## config.mk

```make
export PLATFORM = sky130hd
export DESIGN_NAME = nonce_sequencer_flat
export DESIGN_NICKNAME = d
export VERILOG_FILES = /design/src/rtl/nonce_sequencer_if.sv /design/src/rtl/nonce_sequencer.sv /design/src/flat_wrapper.sv
export SDC_FILE = /design/constraint.sdc
export NUM_CORES = 1
export LEC_CHECK = 0
export CAP_MARGIN = 15
export CORE_AREA = 2 2 343 345
export CTS_CLUSTER_SIZE = 12
export DETAILED_ROUTE_END_ITERATION = 10
export DIE_AREA = 0 0 345 347
export PLACE_DENSITY = 0.54
export SLEW_MARGIN = 20
export SYNTH_ARGS = -nofsm -noshare
export SYNTH_HDL_FRONTEND = slang
export SYNTH_SLANG_ARGS = --single-unit
```

## constraint.sdc

```tcl
create_clock -name hash_clk -period 3.2 [get_ports hash_clk]
set_clock_uncertainty 0.1 [all_clocks]
set_input_delay 0.64 -clock hash_clk [delete_from_list [all_inputs] [get_ports hash_clk]]
set_output_delay 0.64 -clock hash_clk [all_outputs]
set_load 0.05 [all_outputs]
```

## src/rtl/nonce_sequencer_if.sv

```systemverilog
// nonce_sequencer_if: job, hasher issue, hit and golden-ticket signals of the nonce sequencer.
// master is the sequencer side, slave the surrounding job/hasher/UART side.
interface nonce_sequencer_if;
   logic         new_work;
   logic [255:0] midstate;
   logic [95:0]  work_data;
   logic [31:0]  nonce_min;
   logic [31:0]  nonce_max;
   logic         hash_ready;
   logic         hash_valid;
   logic [255:0] hash_midstate;
   logic [95:0]  hash_data;
   logic [31:0]  hash_nonce;
   logic [1:0]   hash_job;
   logic         hit;
   logic [31:0]  hit_nonce;
   logic [1:0]   hit_job;
   logic [31:0]  golden_nonce;
   logic         new_golden_ticket;
   logic         busy;
   logic         overflow;
   modport master (
      input  new_work, midstate, work_data, nonce_min, nonce_max, hash_ready, hit, hit_nonce, hit_job,
      output hash_valid, hash_midstate, hash_data, hash_nonce, hash_job, golden_nonce, new_golden_ticket,
             busy, overflow
   );
   modport slave (
      output new_work, midstate, work_data, nonce_min, nonce_max, hash_ready, hit, hit_nonce, hit_job,
      input  hash_valid, hash_midstate, hash_data, hash_nonce, hash_job, golden_nonce, new_golden_ticket,
             busy, overflow
   );
endinterface

```

## src/rtl/nonce_sequencer.sv

```systemverilog
// nonce_sequencer: sweeps a job's nonce range into the hasher and paces hasher hits back as golden tickets.
// Define NONCE_SEQ_STALE_FILTER_EN to drop hits whose job tag differs from the current job.
module nonce_sequencer #(
   parameter int FIFO_DEPTH = 4,
   parameter int TICKET_GAP = 64
) (
   input logic hash_clk,
   input logic rst_n,
   nonce_sequencer_if.master bus
);
   localparam int AW = $clog2(FIFO_DEPTH);
   localparam int GW = TICKET_GAP > 1 ? $clog2(TICKET_GAP) : 1;
   typedef enum logic [1:0] {IDLE, RUN, DONE} state_t;
   state_t state, state_d;
   logic [31:0] nonce_d, nonce_max_q;
   logic [31:0] mem [FIFO_DEPTH];
   logic [AW:0] wr_ptr, rd_ptr;
   logic [GW-1:0] gap;
   logic xfer, last, accept, empty, full, pop, push, drop;
   assign bus.hash_valid = state == RUN;
   assign bus.busy = state == RUN;
   assign xfer = bus.hash_valid && bus.hash_ready;
   assign last = bus.hash_nonce == nonce_max_q;
`ifdef NONCE_SEQ_STALE_FILTER_EN
   assign accept = bus.hit && bus.hit_job == bus.hash_job;
`else
   logic unused_hit_job;
   assign unused_hit_job = ^bus.hit_job;
   assign accept = bus.hit;
`endif
   // pointers carry one extra wrap bit so full and empty are distinguishable
   assign empty = wr_ptr == rd_ptr;
   assign full = wr_ptr == {~rd_ptr[AW], rd_ptr[AW-1:0]};
   assign pop = !empty && gap == '0;
   assign push = accept && (!full || pop);
   assign drop = accept && full && !pop;
   always_comb begin
      state_d = state;
      nonce_d = bus.hash_nonce;
      if (bus.new_work) begin
         state_d = bus.nonce_min <= bus.nonce_max ? RUN : DONE;
         nonce_d = bus.nonce_min;
      end else if (xfer) begin
         state_d = last ? DONE : RUN;
         nonce_d = last ? bus.hash_nonce : bus.hash_nonce + 32'd1;
      end
   end
   always_ff @(posedge hash_clk or negedge rst_n)
      if (!rst_n) state <= IDLE;
      else state <= state_d;
   always_ff @(posedge hash_clk or negedge rst_n)
      if (!rst_n) begin
         bus.hash_midstate <= '0;
         bus.hash_data <= '0;
         bus.hash_nonce <= '0;
         bus.hash_job <= '0;
         nonce_max_q <= '0;
         bus.overflow <= 1'b0;
         wr_ptr <= '0;
         rd_ptr <= '0;
         gap <= '0;
         bus.golden_nonce <= '0;
         bus.new_golden_ticket <= 1'b0;
      end else begin
         if (bus.new_work) begin
            bus.hash_midstate <= bus.midstate;
            bus.hash_data <= bus.work_data;
            bus.hash_job <= bus.hash_job + 2'd1;
            nonce_max_q <= bus.nonce_max;
         end
         bus.hash_nonce <= nonce_d;
         bus.overflow <= bus.new_work ? 1'b0 : bus.overflow | drop;
         wr_ptr <= push ? wr_ptr + 1'b1 : wr_ptr;
         rd_ptr <= pop ? rd_ptr + 1'b1 : rd_ptr;
         gap <= pop ? GW'(TICKET_GAP - 1) : gap != '0 ? gap - 1'b1 : gap;
         bus.golden_nonce <= pop ? mem[rd_ptr[AW-1:0]] : bus.golden_nonce;
         bus.new_golden_ticket <= pop;
      end
   always_ff @(posedge hash_clk)
      if (push) mem[wr_ptr[AW-1:0]] <= bus.hit_nonce;
endmodule

```

## src/flat_wrapper.sv

```systemverilog
// flat-port wrapper written by rule: the top's interface ports become plain ports
module nonce_sequencer_flat 
#(
   parameter int FIFO_DEPTH = 4,
   parameter int TICKET_GAP = 64
)
  (hash_clk, rst_n, bus_new_work, bus_midstate, bus_work_data, bus_nonce_min, bus_nonce_max, bus_hash_ready, bus_hit, bus_hit_nonce, bus_hit_job, bus_hash_valid, bus_hash_midstate, bus_hash_data, bus_hash_nonce, bus_hash_job, bus_golden_nonce, bus_new_golden_ticket, bus_busy, bus_overflow);
  nonce_sequencer_if bus_i ();
  input logic hash_clk;
  input logic rst_n;
  input wire logic [$bits(bus_i.new_work)-1:0] bus_new_work;
  input wire logic [$bits(bus_i.midstate)-1:0] bus_midstate;
  input wire logic [$bits(bus_i.work_data)-1:0] bus_work_data;
  input wire logic [$bits(bus_i.nonce_min)-1:0] bus_nonce_min;
  input wire logic [$bits(bus_i.nonce_max)-1:0] bus_nonce_max;
  input wire logic [$bits(bus_i.hash_ready)-1:0] bus_hash_ready;
  input wire logic [$bits(bus_i.hit)-1:0] bus_hit;
  input wire logic [$bits(bus_i.hit_nonce)-1:0] bus_hit_nonce;
  input wire logic [$bits(bus_i.hit_job)-1:0] bus_hit_job;
  output wire logic [$bits(bus_i.hash_valid)-1:0] bus_hash_valid;
  output wire logic [$bits(bus_i.hash_midstate)-1:0] bus_hash_midstate;
  output wire logic [$bits(bus_i.hash_data)-1:0] bus_hash_data;
  output wire logic [$bits(bus_i.hash_nonce)-1:0] bus_hash_nonce;
  output wire logic [$bits(bus_i.hash_job)-1:0] bus_hash_job;
  output wire logic [$bits(bus_i.golden_nonce)-1:0] bus_golden_nonce;
  output wire logic [$bits(bus_i.new_golden_ticket)-1:0] bus_new_golden_ticket;
  output wire logic [$bits(bus_i.busy)-1:0] bus_busy;
  output wire logic [$bits(bus_i.overflow)-1:0] bus_overflow;
  assign bus_i.new_work = bus_new_work;
  assign bus_i.midstate = bus_midstate;
  assign bus_i.work_data = bus_work_data;
  assign bus_i.nonce_min = bus_nonce_min;
  assign bus_i.nonce_max = bus_nonce_max;
  assign bus_i.hash_ready = bus_hash_ready;
  assign bus_i.hit = bus_hit;
  assign bus_i.hit_nonce = bus_hit_nonce;
  assign bus_i.hit_job = bus_hit_job;
  assign bus_hash_valid = bus_i.hash_valid;
  assign bus_hash_midstate = bus_i.hash_midstate;
  assign bus_hash_data = bus_i.hash_data;
  assign bus_hash_nonce = bus_i.hash_nonce;
  assign bus_hash_job = bus_i.hash_job;
  assign bus_golden_nonce = bus_i.golden_nonce;
  assign bus_new_golden_ticket = bus_i.new_golden_ticket;
  assign bus_busy = bus_i.busy;
  assign bus_overflow = bus_i.overflow;
  nonce_sequencer #(.FIFO_DEPTH(FIFO_DEPTH), .TICKET_GAP(TICKET_GAP)) u_core (.hash_clk(hash_clk), .rst_n(rst_n), .bus(bus_i));
endmodule
```

==> flow_summary_export.csv <==
group,metric,value,unit
global_routing,antenna_found_initial,19,
placement,dpl_worst_slack,0.08178,ns
logic_synthesis,yosysTopAreaCell,"dfrtp_1",
timing,finalCriticalPeriod,2.903,ns
pwr,p_sw,0.008748,W
logic_synthesis,yosysMostFrequentCell,"dfrtp_1",
timing,final_max_slew_viol_count,0,
clocking,htree_levels,3,
drt,drc,0,
drt,via_per_inst,4.164,
floorplanning,fp.coreArea,0.1157,mm²
floorplanning,die_h,347,µm
drt,dr_total_vias,16930,
placement,port_buffers,874,
timing,setup_slack,0.2974,ns
pwr,switching_share,33.96,%
floorplanning,dieArea,0.1197,mm²
logic_synthesis,avgSynthCellArea,15.49,µm²
logic_synthesis,synth_xor_area_share,1.527,%
clocking,clk_latency,0.61,ns
logic_synthesis,synth_top_family_by_area,"multiplexers",
logic_synthesis,ys_ff_latch,594,
logic_synthesis,syn_area,0.02409,mm²
finish,fin_cells,4065,
logic_synthesis,synth_fa_ha_area_share,2.026,%
global_routing,grt_max_degree,89,
logic_synthesis,synth_fp_nets,2049,
timing,setup_viol,0,
global_routing,grt_pass1_vias,17690,
setup_path,crit_fanout,3,
drt,ant_nets,0,
logic_synthesis,synth_mux_area_share,22.61,%
finish,nFillCells,11510,
logic_synthesis,synth-compound-area-share,3.506,%
timing,slew_headroom,43.97,%
pwr,vdd.ir_drop.worst,0.4312,mV
global_routing,grt_overflow,0,
setup_path,path_cells,"nor2b_1, clkdlybuf4s50_1",
logic_synthesis,synth_top_cells_by_area,"dfrtp_1 (48%), mux2_2 (19%), edfxtp_1 (16%)",
setup_path,slowest_stage,"clkdlybuf4s50_1",
timing,hold_violations,0,
logic_synthesis,synth_cell_types,63,
clocking,clk_path_buf_depth,3,
timing,fin_crit_sh,90.71,%
pwr,seq_power_share,37.4,%
logic_synthesis,synth_common_cells,"dfrtp_1 (466), mux2_2 (417), edfxtp_1 (128)",
clocking,clkTransAtPathRegs,0.06,ns
placement,hpwl,71.26,mm
drt,dr.pass1.iters,5,
finish,multiInputGateArea,0.008100,mm²
pwr,p_clk_share,32.5,%
finish,seqCellArea,0.01551,mm²
global_routing,grt_pass1_wl,131.6,mm
drt,drtIter0Drc,895,
floorplanning,pin_count,877,
logic_synthesis,synth_ff_type,"dfrtp_1",
logic_synthesis,async_flop_share,78.45,%
placement,gp_congestion,0.8605,
timing,fmaxAchievable,0.3445,GHz
placement,place_inst,3924,
logic_synthesis,synth_warnings,0,
setup_path,max_stage_delay,0.87,ns
drt,wl_per_cell,22.76,µm
setup_path,endpoint_kind,"output pin",
floorplanning,num_rows,125,
finish,fin_area,0.03745,mm²
finish,nNetsFinal,2973,
clocking,cts_buffers,76,
logic_synthesis,ys_seq_area_share,64.36,%
timing,worstMarginPinSlew,0.8378,ns
pwr,combPwrFrac,30.1,%
setup_path,start_kind,"register",
logic_synthesis,synth_edf_count,128,
floorplanning,die_width,345,µm
clocking,clock_sinks,594,
clocking,cts_root_buf,"clkbuf_16",
drt,finalWirelength,92.53,mm
pwr,power_per_cell_area,687.8,mW/mm²
floorplanning,start_util,20.82,%
outcome,status,"finished clean",
pwr,power.internal,0.01701,W
setup_path,worstPathRequired,2.46,ns
logic_synthesis,yosysTopAreaCellShare,48.41,%
timing,tns,0,ns
setup_path,crit_type,"reg -> out",
logic_synthesis,synthCells,1555,
clocking,cts_tree,"yes",
pwr,p_leak,14.60,nW
logic_synthesis,synth-simple-area-share,3.937,%
finish,final_layout_size_suffix_gt1_share,25.09,%
job,drv_cap,0,
placement,place_area,0.03500,mm²
finish,syn_to_final_growth,55.46,%
setup_path,arrival,2.16,ns
clocking,cts-resized-gates,0,
global_routing,grt_util_all_layers,15.02,%
timing,rsz0062_at_grt,"no",
hold_path,hold_path.class,"in -> reg",
cell usage in the layout (no fill, tap or decap), types with 8 or more instances in the layout:
master	synthesis	layout
xnor2_1	33	33
edfxtp_1	128	128
buf_12	0	14
nand2_1	37	37
dfrtp_1	466	465
mux2_2	417	417
clkdlybuf4s50_1	0	872
xor2_1	9	9
a21oi_1	44	44
ha_1	39	39
o22ai_1	9	9
clkinv_2	0	16
clkbuf_8	0	10
mux4_2	32	32
inv_1	42	42
clkbuf_16	0	76
clkbuf_1	56	15
nor4_1	8	8
o21ai_0	25	25
and3_1	9	9
nor2_1	37	37
nand3_1	15	15
nand4_1	24	24
buf_4	2	38
metrics by stage:
| step | total power (W) | utilization, % | hold WS (ns) |
|---|---|---|---|
| 4_1_cts | 0.02622 | 32.35 | 0.2196 |
| 5_1_grt | 0.02688 | 32.36 | 0.2490 |
| 3_3_place_gp | 0.01759 | 30.24 | 0.3613 |
| 6_report | 0.02576 | 32.36 | 0.2866 |
| 3_5_place_dp | 0.01763 | 30.24 | 0.3705 |
| 2_1_floorplan | 0.01426 | - | 0.2444 |
power groups by stage:
| stage | Clock [W] | Sequential (W) | Combinational [W] |
|---|---|---|---|
| finish | 0.00837 | 0.00964 | 0.00775 |
| detailed placement | 0 | 0.00977 | 0.00786 |
| global placement | 0 | 0.00974 | 0.00785 |
| CTS | 0.00868 | 0.00965 | 0.00789 |
| floorplan | 0 | 0.0122 | 0.00209 |
| global route | 0.00897 | 0.00978 | 0.00813 |
cell type report:
class	instances	area share, %
antenna	2	0.01336
clock buffer	101	5.596
clock inverter	37	0.9121
timing repair buffer	927	24.92
tap	1524	5.092
inverter	43	0.4310
multi-input combinational	837	21.63
sequential	594	41.40
layer usage:
metal  share of wire, %  vias up  track usage [%]
li1                   -     7572                -
met1                 43     8591            19.36
met2                 48      641            24.54
met3                7.6      109            4.731
met4                1.6       14            3.437
met5              0.073        -                0
critical path: cells and delay by family, from the launching register on:
family | cells | cell delay (ns)
buffers and inverters | 1 | 0.87
flip-flops | 1 | 0.39
AND/OR/NAND/NOR | 1 | 0.29
sequential cells by signal, indices dropped and copies added, names as in the netlist, 3 cells and up:
| signal | flops |
|---|---|
| u_core.wr_ptr | 3 |
| u_core.bus.hash_data | 96 |
| u_core.bus.hash_nonce | 32 |
| u_core.nonce_max_q | 32 |
| u_core.mem | 128 |
| u_core.gap | 6 |
| u_core.bus.golden_nonce | 32 |
| u_core.bus.hash_midstate | 256 |
| u_core.rd_ptr | 3 |
cells by family after synthesis:
group                      Yosys count
DFF                                594
muxes                              452
AOI/OAI and AO/OA                  130
xor gates and xnor gates            42
adders and majority gates           39
and+or+nand+nor                    174
buffers and inverters              124
path summary, 6_finish.rpt:
check,startpoint,endpoint,slack [ns],cells past startpoint
max in group asynchronous,rst_n,u_core.bus.hash_midstate[83],1.55,3
setup reg to reg,u_core.bus.hash_nonce[5],u_core.bus.hash_nonce[18],0.51,6
hold / removal,bus_new_work,u_core.bus.hash_data[89],0.29,2
setup / recovery,u_core.state[1],bus_busy,0.30,2
hold reg to reg,u_core.bus.hash_job[1],u_core.bus.hash_job[1],0.37,1
min in group asynchronous,rst_n,u_core.bus.hash_nonce[25],0.54,2
repair_timing:
| item | 4_1_cts | 5_1_grt |
|---|---|---|
| hold buffers | 1 | 0 |
| hold endpoints to repair | 43 | 0 |
| setup endpoints to repair | 0 | 0 |
| setup buffers | 0 | 0 |
(Power assumes the default switching activity.)
